**src/rtl/pattern_pkg.sv**
```systemverilog
// pattern_pkg: shared encodings for the test-pattern source and future
// raster-walking sink/checker blocks.
//   - PAT_* : pattern select encodings for the mode input
//   - state_t : request/ack handshake states
//   - LFSR_SEED / lfsr_step : pseudo-random pattern seed and step function
package pattern_pkg;

  localparam logic [2:0] PAT_HGRAD = 3'd0;
  localparam logic [2:0] PAT_VGRAD = 3'd1;
  localparam logic [2:0] PAT_CHECK = 3'd2;
  localparam logic [2:0] PAT_CONST = 3'd3;
  localparam logic [2:0] PAT_LFSR  = 3'd4;

  typedef enum logic [1:0] {S_IDLE, S_ACK, S_WAIT} state_t;

  localparam logic [7:0] LFSR_SEED = 8'hA5;

  // Fibonacci LFSR, x^8+x^6+x^5+x^4+1, shifting toward the MSB.
  function automatic logic [7:0] lfsr_step(input logic [7:0] v);
    return {v[6:0], v[7] ^ v[5] ^ v[4] ^ v[3]};
  endfunction

endpackage

```
**src/rtl/raster_cnt.sv**
```systemverilog
// raster_cnt: row-major x/y position counter for a WIDTH x HEIGHT raster.
//   clk, xrst   : clock, async active-low reset
//   i_adv       : advance one pixel at the end of this cycle
//   o_x, o_y    : current coordinate
//   o_first     : current coordinate is (0,0)
//   o_last      : current coordinate is (WIDTH-1,HEIGHT-1)
module raster_cnt #(
  parameter int WIDTH  = 640,
  parameter int HEIGHT = 480,
  localparam int XW = $clog2(WIDTH),
  localparam int YW = $clog2(HEIGHT)
) (
  input  logic          clk,
  input  logic          xrst,
  input  logic          i_adv,
  output logic [XW-1:0] o_x,
  output logic [YW-1:0] o_y,
  output logic          o_first,
  output logic          o_last
);

  logic [XW-1:0] r_x;
  logic [YW-1:0] r_y;
  logic          w_xend;

  assign w_xend  = (r_x == XW'(WIDTH - 1));
  assign o_last  = w_xend && (r_y == YW'(HEIGHT - 1));
  assign o_first = (r_x == '0) && (r_y == '0);
  assign o_x     = r_x;
  assign o_y     = r_y;

  always_ff @(posedge clk or negedge xrst) begin
    if (!xrst) begin
      r_x <= '0;
      r_y <= '0;
    end else if (i_adv) begin
      if (o_last) begin
        r_x <= '0;
        r_y <= '0;
      end else if (w_xend) begin
        r_x <= '0;
        r_y <= r_y + 1'b1;
      end else begin
        r_x <= r_x + 1'b1;
      end
    end
  end

endmodule

```
**src/rtl/pattern_src.sv**
```systemverilog
// pattern_src: test-pattern pixel source answering a req/ack pixel port.
// One generated pixel per ack, walking a WIDTH x HEIGHT raster row-major.
//   clk, xrst          : clock, async active-low reset
//   snd_req            : pixel request (level)
//   snd_ack            : one-cycle pulse, pixel_out valid
//   pixel_out          : generated pixel, held between acks
//   enable             : gates starting new transfers
//   mode               : pattern select, latched at pixel (0,0)
//   const_v            : constant pattern value, sampled live
//   frame_start/end    : pulse with ack of first/last pixel
//   frame_cnt          : completed frames (wraps)
// Build option: PATTERN_SRC_LFSR_EN adds the LFSR pattern on mode 4;
// without it mode 4 falls back to the constant value.
module pattern_src #(
  parameter int WIDTH      = 640,
  parameter int HEIGHT     = 480,
  parameter int GAP        = 0,
  parameter int CHECK_LOG2 = 3
) (
  input  logic        clk,
  input  logic        xrst,
  input  logic        snd_req,
  output logic        snd_ack,
  output logic [7:0]  pixel_out,
  input  logic        enable,
  input  logic [2:0]  mode,
  input  logic [7:0]  const_v,
  output logic        frame_start,
  output logic        frame_end,
  output logic [15:0] frame_cnt
);
  import pattern_pkg::*;

  localparam int XW = $clog2(WIDTH);
  localparam int YW = $clog2(HEIGHT);

  state_t        r_state;
  logic [3:0]    r_wait;
  logic [2:0]    r_mode;
  logic [XW-1:0] w_x;
  logic [YW-1:0] w_y;
  logic          w_first, w_last, w_fire;
  logic [2:0]    w_mode;
  logic [7:0]    w_pix;
  logic          w_chk;

  // The decision to start the next transfer is taken in IDLE or in the
  // final WAIT cycle, so a held request yields one pixel per 2+GAP cycles
  // while acks can never land in back-to-back cycles.
  assign w_fire = snd_req && enable &&
                  ((r_state == S_IDLE) || (r_state == S_WAIT && r_wait == 4'd0));

  // Pixel (0,0) already uses the newly sampled mode.
  assign w_mode = w_first ? mode : r_mode;
  assign w_chk  = 1'(32'(w_x) >> CHECK_LOG2) ^ 1'(32'(w_y) >> CHECK_LOG2);

  raster_cnt #(.WIDTH(WIDTH), .HEIGHT(HEIGHT)) u_raster (
    .clk     (clk),
    .xrst    (xrst),
    .i_adv   (w_fire),
    .o_x     (w_x),
    .o_y     (w_y),
    .o_first (w_first),
    .o_last  (w_last)
  );

`ifdef PATTERN_SRC_LFSR_EN
  logic [7:0] r_lfsr;
  logic [7:0] w_lfsr;
  // Reseed at each frame start so every frame's noise is identical.
  assign w_lfsr = w_first ? LFSR_SEED : r_lfsr;

  always_ff @(posedge clk or negedge xrst) begin
    if (!xrst)       r_lfsr <= LFSR_SEED;
    else if (w_fire) r_lfsr <= lfsr_step(w_lfsr);
  end
`endif

  always_comb begin
    w_pix = const_v;
    case (w_mode)
      PAT_HGRAD: w_pix = 8'(w_x);
      PAT_VGRAD: w_pix = 8'(w_y);
      PAT_CHECK: w_pix = w_chk ? 8'hFF : 8'h00;
`ifdef PATTERN_SRC_LFSR_EN
      PAT_LFSR:  w_pix = w_lfsr;
`endif
      default:   w_pix = const_v;
    endcase
  end

  always_ff @(posedge clk or negedge xrst) begin
    if (!xrst) begin
      r_state     <= S_IDLE;
      r_wait      <= '0;
      r_mode      <= '0;
      snd_ack     <= 1'b0;
      pixel_out   <= 8'h00;
      frame_start <= 1'b0;
      frame_end   <= 1'b0;
      frame_cnt   <= '0;
    end else begin
      snd_ack     <= w_fire;
      frame_start <= w_fire && w_first;
      frame_end   <= w_fire && w_last;
      if (w_fire) begin
        pixel_out <= w_pix;
        if (w_first) r_mode    <= mode;
        if (w_last)  frame_cnt <= frame_cnt + 16'd1;
      end
      case (r_state)
        S_IDLE: if (w_fire) r_state <= S_ACK;
        S_ACK: begin
          r_state <= S_WAIT;
          r_wait  <= 4'(GAP);
        end
        S_WAIT: begin
          if (r_wait != 4'd0) r_wait  <= r_wait - 4'd1;
          else if (w_fire)    r_state <= S_ACK;
          else                r_state <= S_IDLE;
        end
        default: r_state <= S_IDLE;
      endcase
    end
  end

endmodule

```
**config.mk**
```make
export PLATFORM = sky130hd
export DESIGN_NAME = pattern_src
export DESIGN_NICKNAME = d
export VERILOG_FILES = /design/src/rtl/pattern_pkg.sv /design/src/rtl/raster_cnt.sv /design/src/rtl/pattern_src.sv
export SDC_FILE = /design/constraint.sdc
export NUM_CORES = 1
export LEC_CHECK = 0
export ABC_AREA = 0
export BUFFER_PORTS_ARGS = -buffer_cell sky130_fd_sc_hd__buf_2
export CAP_MARGIN = 10
export CORE_MARGIN = 4
export CORE_UTILIZATION = 57
export CTS_CLUSTER_DIAMETER = 40
export DETAILED_ROUTE_END_ITERATION = 16
export MAX_ROUTING_LAYER = met4
export PLACE_DENSITY_LB_ADDON = 0.05
export SLEW_MARGIN = 0
export SYNTH_ARGS = -nofsm -noshare
export SYNTH_HDL_FRONTEND = slang
export SYNTH_SLANG_ARGS = --single-unit
```
**constraint.sdc**
```tcl
create_clock -name clk -period 2.8 [get_ports clk]
set_input_delay 0.84 -clock clk [delete_from_list [all_inputs] [get_ports clk]]
set_output_delay 0.84 -clock clk [all_outputs]
set_load 0.02 [all_outputs]
```
==> impl_results.md <==
* Count of max-cap constraint violations at 0
* Status: finished clean
* Mean Syn Cell Area at 9.63 sq um
* Layout cell share with drive strength beyond 1 at between 10% and 20%
* Sequential Area at 1380 sq um
* Relative slew slack at 52.2%
* GRT Residual Overflow at 0
* Max VDD drop at 0.344 mV
* Antenna Cells at 0
* Cts repair resizes at 0
* Synth area leaders: dfrtp_1 49%, xnor2_1 5.6%, nand2_1 4.8%, nor2_1 3.9%, ha_1 3.1%
* Hpwl dp at 4660 microns
* IO Port Bufs at 41
* Worst hold path type: reg -> reg
* Root Driver: clkbuf_8
* Via density at 5.63
* Async S/R FF share, synth at 100%
* Register area share after synthesis at 49.1%
* Chip Width at 78.1 microns
* Post-Place Cells at 396
* Worst slew pin tran at ~0.71 ns
* Antenna Nets Post-Route at 0
* H-tree Lvls at 2
* Largest net degree at the start of global routing at 30
* Post-synth EDFFs at 0
* Gate Count Post-Synth at 291
* Final Critical Period at 2.50 ns
* Critical setup path kind: reg -> reg
* DIE HEIGHT at 78.1 microns
* Cell with the most instances after synthesis: dfrtp_1
* Finished Layout Cells at 403
* CTS buffer count at 5
* P_leak at 1.56 nW
* Sw power at between 0.4 and 0.5 mW
* Crit share post-route at between 80 and 90%
* DRT Wirelength at 6150 microns
* Pint at 1.07 mW
* WL/cell at 15.3 microns
* Final setup violation count at 0
* Via count at 2270
* Total power at between 1 and 1.5 mW
* Nets@finish at between 300 and 400
* Multi-input gate area at 1320 sq um
* Core area at 4750 sq um
* Commonest cells post-synth: 55 x dfrtp_1, 36 x nand2_1, 29 x nor2_1
* Area share of the largest cell type after synthesis at around half
* Die area at 6100 sq um
* Post-Syn Area at 2800 sq um
* CTS tree: built
* Skew-Pair Late Insertion Delay at 0.31 ns
* Final count of hold timing violations at 0
* Setup TNS at 0 ns
* Fmax achieved at 400 MHz
* Vias in the first global route at 2152
* Register bit total from synthesis at 55
* Power Density at 465 nW/um^2
* Synth cell types at 44
* Final Max Slew Viols at 0
* Critical Path Start Type: register
* YS warnings at 0
* Switch share at 27.8%
* RSZ-0062 raised after global routing: no
* Most frequent CP cell: nand3_1
* Overall global routing resource usage at 21.8%
* Top cell type by total area after synthesis: dfrtp_1
* Slowest cell on crit path: nor4_1
* Skew final at 0.00784 ns
* Gate power share at 11.6%
* Crit path max fanout at 6
* Worst hold slack at 0.483 ns
* Syn_nets at 313
* CP required at about 3.0 ns
* Clock power frac at 28.4%
* Fill cells at 408
* DRC violations left at 0
* Clock Path Buffers at 2
* Initial Utilization at 58.9%
* Row cnt at 25
* Initial antenna violation count at 0
* Post-CTS Setup Bufs at 0
* GPL Wtd Cong at 0.859
* IO Pins at between 40 and 50
* Area grow syn2layout at 13.6%
* Main synth FF type: dfrtp_1
* Seq pwr share at 60.1%
* Hold_buf cts at 0
* Clock-pin slew on the worst setup and hold paths at 0.10 ns
* Drt first pass iters at 4
* Critical Path AT at roughly 2.7 ns
* Critical path, cell by cell: ha_1 > nand3_1 > nor4_1 > nand3_1 > nor2_1 > nand4_1 > xnor2_1
* Clock Sinks at 55
* Worst path max stage delay at 0.62 ns
* CP Capture Type: register
* Global-route wire length before repair at 10200 microns
* Iteration-0 DRC Markers at 136
==> registers in the layout, indices dropped and copies added (netlist names) <==
signal        cells
pixel_out         8
u_raster.o_x     10
frame_end         1
u_raster.o_y      9
r_wait            4
frame_start       1
snd_ack           1
r_state           2
r_mode            3
frame_cnt        16
==> area by class of cell <==
| class | count | share of cell area, % |
|---|---|---|
| inverter | 15 | 1.77 |
| clock inverter | 2 | 0.432 |
| tap | 67 | 2.63 |
| multi-input combinational | 211 | 41.3 |
| clock buffer | 5 | 2.16 |
| sequential | 55 | 43.2 |
| timing repair buffer | 48 | 8.49 |
==> layout by cell type (no fill, tap or decap), types with 6 or more instances in the layout <==
master and instances:
nand2_1 36, dfrtp_1 55, inv_1 15, buf_2 41, o31ai_1 9, nand3_1 17, ha_1 7, xor2_1 6
xnor2_1 18, nand4_1 11, and3_1 6, buf_4 6, o21ai_0 13, nor2_1 29
==> power by group through the flow <==
stage	Sequential, mW	Combinational (mW)	Clock, mW
6_report	0.889	0.171	0.420
3_3_place_gp	0.902	0.167	0
2_1_floorplan	0.877	0.129	0
4_1_cts	0.888	0.174	0.432
5_1_grt	0.894	0.193	0.466
3_5_place_dp	0.904	0.172	0
==> worst max-delay path, delay by kind of cell, from the launching register on <==
kind	cells	cell delay, ns
adder cells (fa/ha/maj)	1	0.20
XOR/XNOR	1	0.16
AND/OR/NAND/NOR	5	1.60
flip-flops	1	0.43
==> metal layers <==
metal | vias to the layer above | wire length, microns | GRT usage, %
met2 | 69 | 2830 | 33.8
met1 | 1078 | 2880 | 29.3
met5 | - | 0 | -
li1 | 1109 | - | -
met4 | 0 | 119 | 7.17
met3 | 14 | 315 | 4.13
==> cells by family (layout without fill, tap and decap cells) <==
kind of cell               count (synthesis)  after routing  share of synthesized area (%)
and+or+nand+nor                          127            127                           22.5
DFF                                       55             55                           49.1
AOI/OAI and AO/OA                         45             45                           10.6
buffers and inverters                     25             70                           3.97
xor gates and xnor gates                  24             24                           7.50
muxes                                      8              8                           3.21
adders and majority gates                  7              7                           3.12
==> path summary, 6_finish.rpt <==
| kind | end | slack [ns] | cells past startpoint | startpoint |
|---|---|---|---|---|
| setup / recovery | frame_cnt[11]$_DFFE_PN0P_ | 0.30 | 7 | u_raster.o_y[0]$_DFFE_PN0P_ |
| hold / removal | pixel_out[1]$_DFFE_PN0N_ | 0.48 | 2 | pixel_out[1]$_DFFE_PN0N_ |
| max in group asynchronous | u_raster.o_y[6]$_DFFE_PN0P_ | 1.70 | 2 | xrst |
| hold reg to reg | pixel_out[1]$_DFFE_PN0N_ | 0.48 | 2 | pixel_out[1]$_DFFE_PN0N_ |
| min in group asynchronous | r_wait[2]$_DFFE_PN0P_ | 0.54 | 1 | xrst |
| setup reg to reg | frame_cnt[11]$_DFFE_PN0P_ | 0.30 | 7 | u_raster.o_y[0]$_DFFE_PN0P_ |
==> through the flow <==
step / util (%) / worst slack (ns) / cell area (sq um)
CTS: 67.0 / 0.322 / 3180
global route: 67.0 / 0.0306 / 3180
detailed placement: 65.2 / 0.357 / 3100
finish: 67.0 / 0.301 / 3180
floorplan: - / 0.571 / 2800
global placement: 65.2 / 0.396 / 3100
Note: power is estimated with default switching activity, not from simulation.
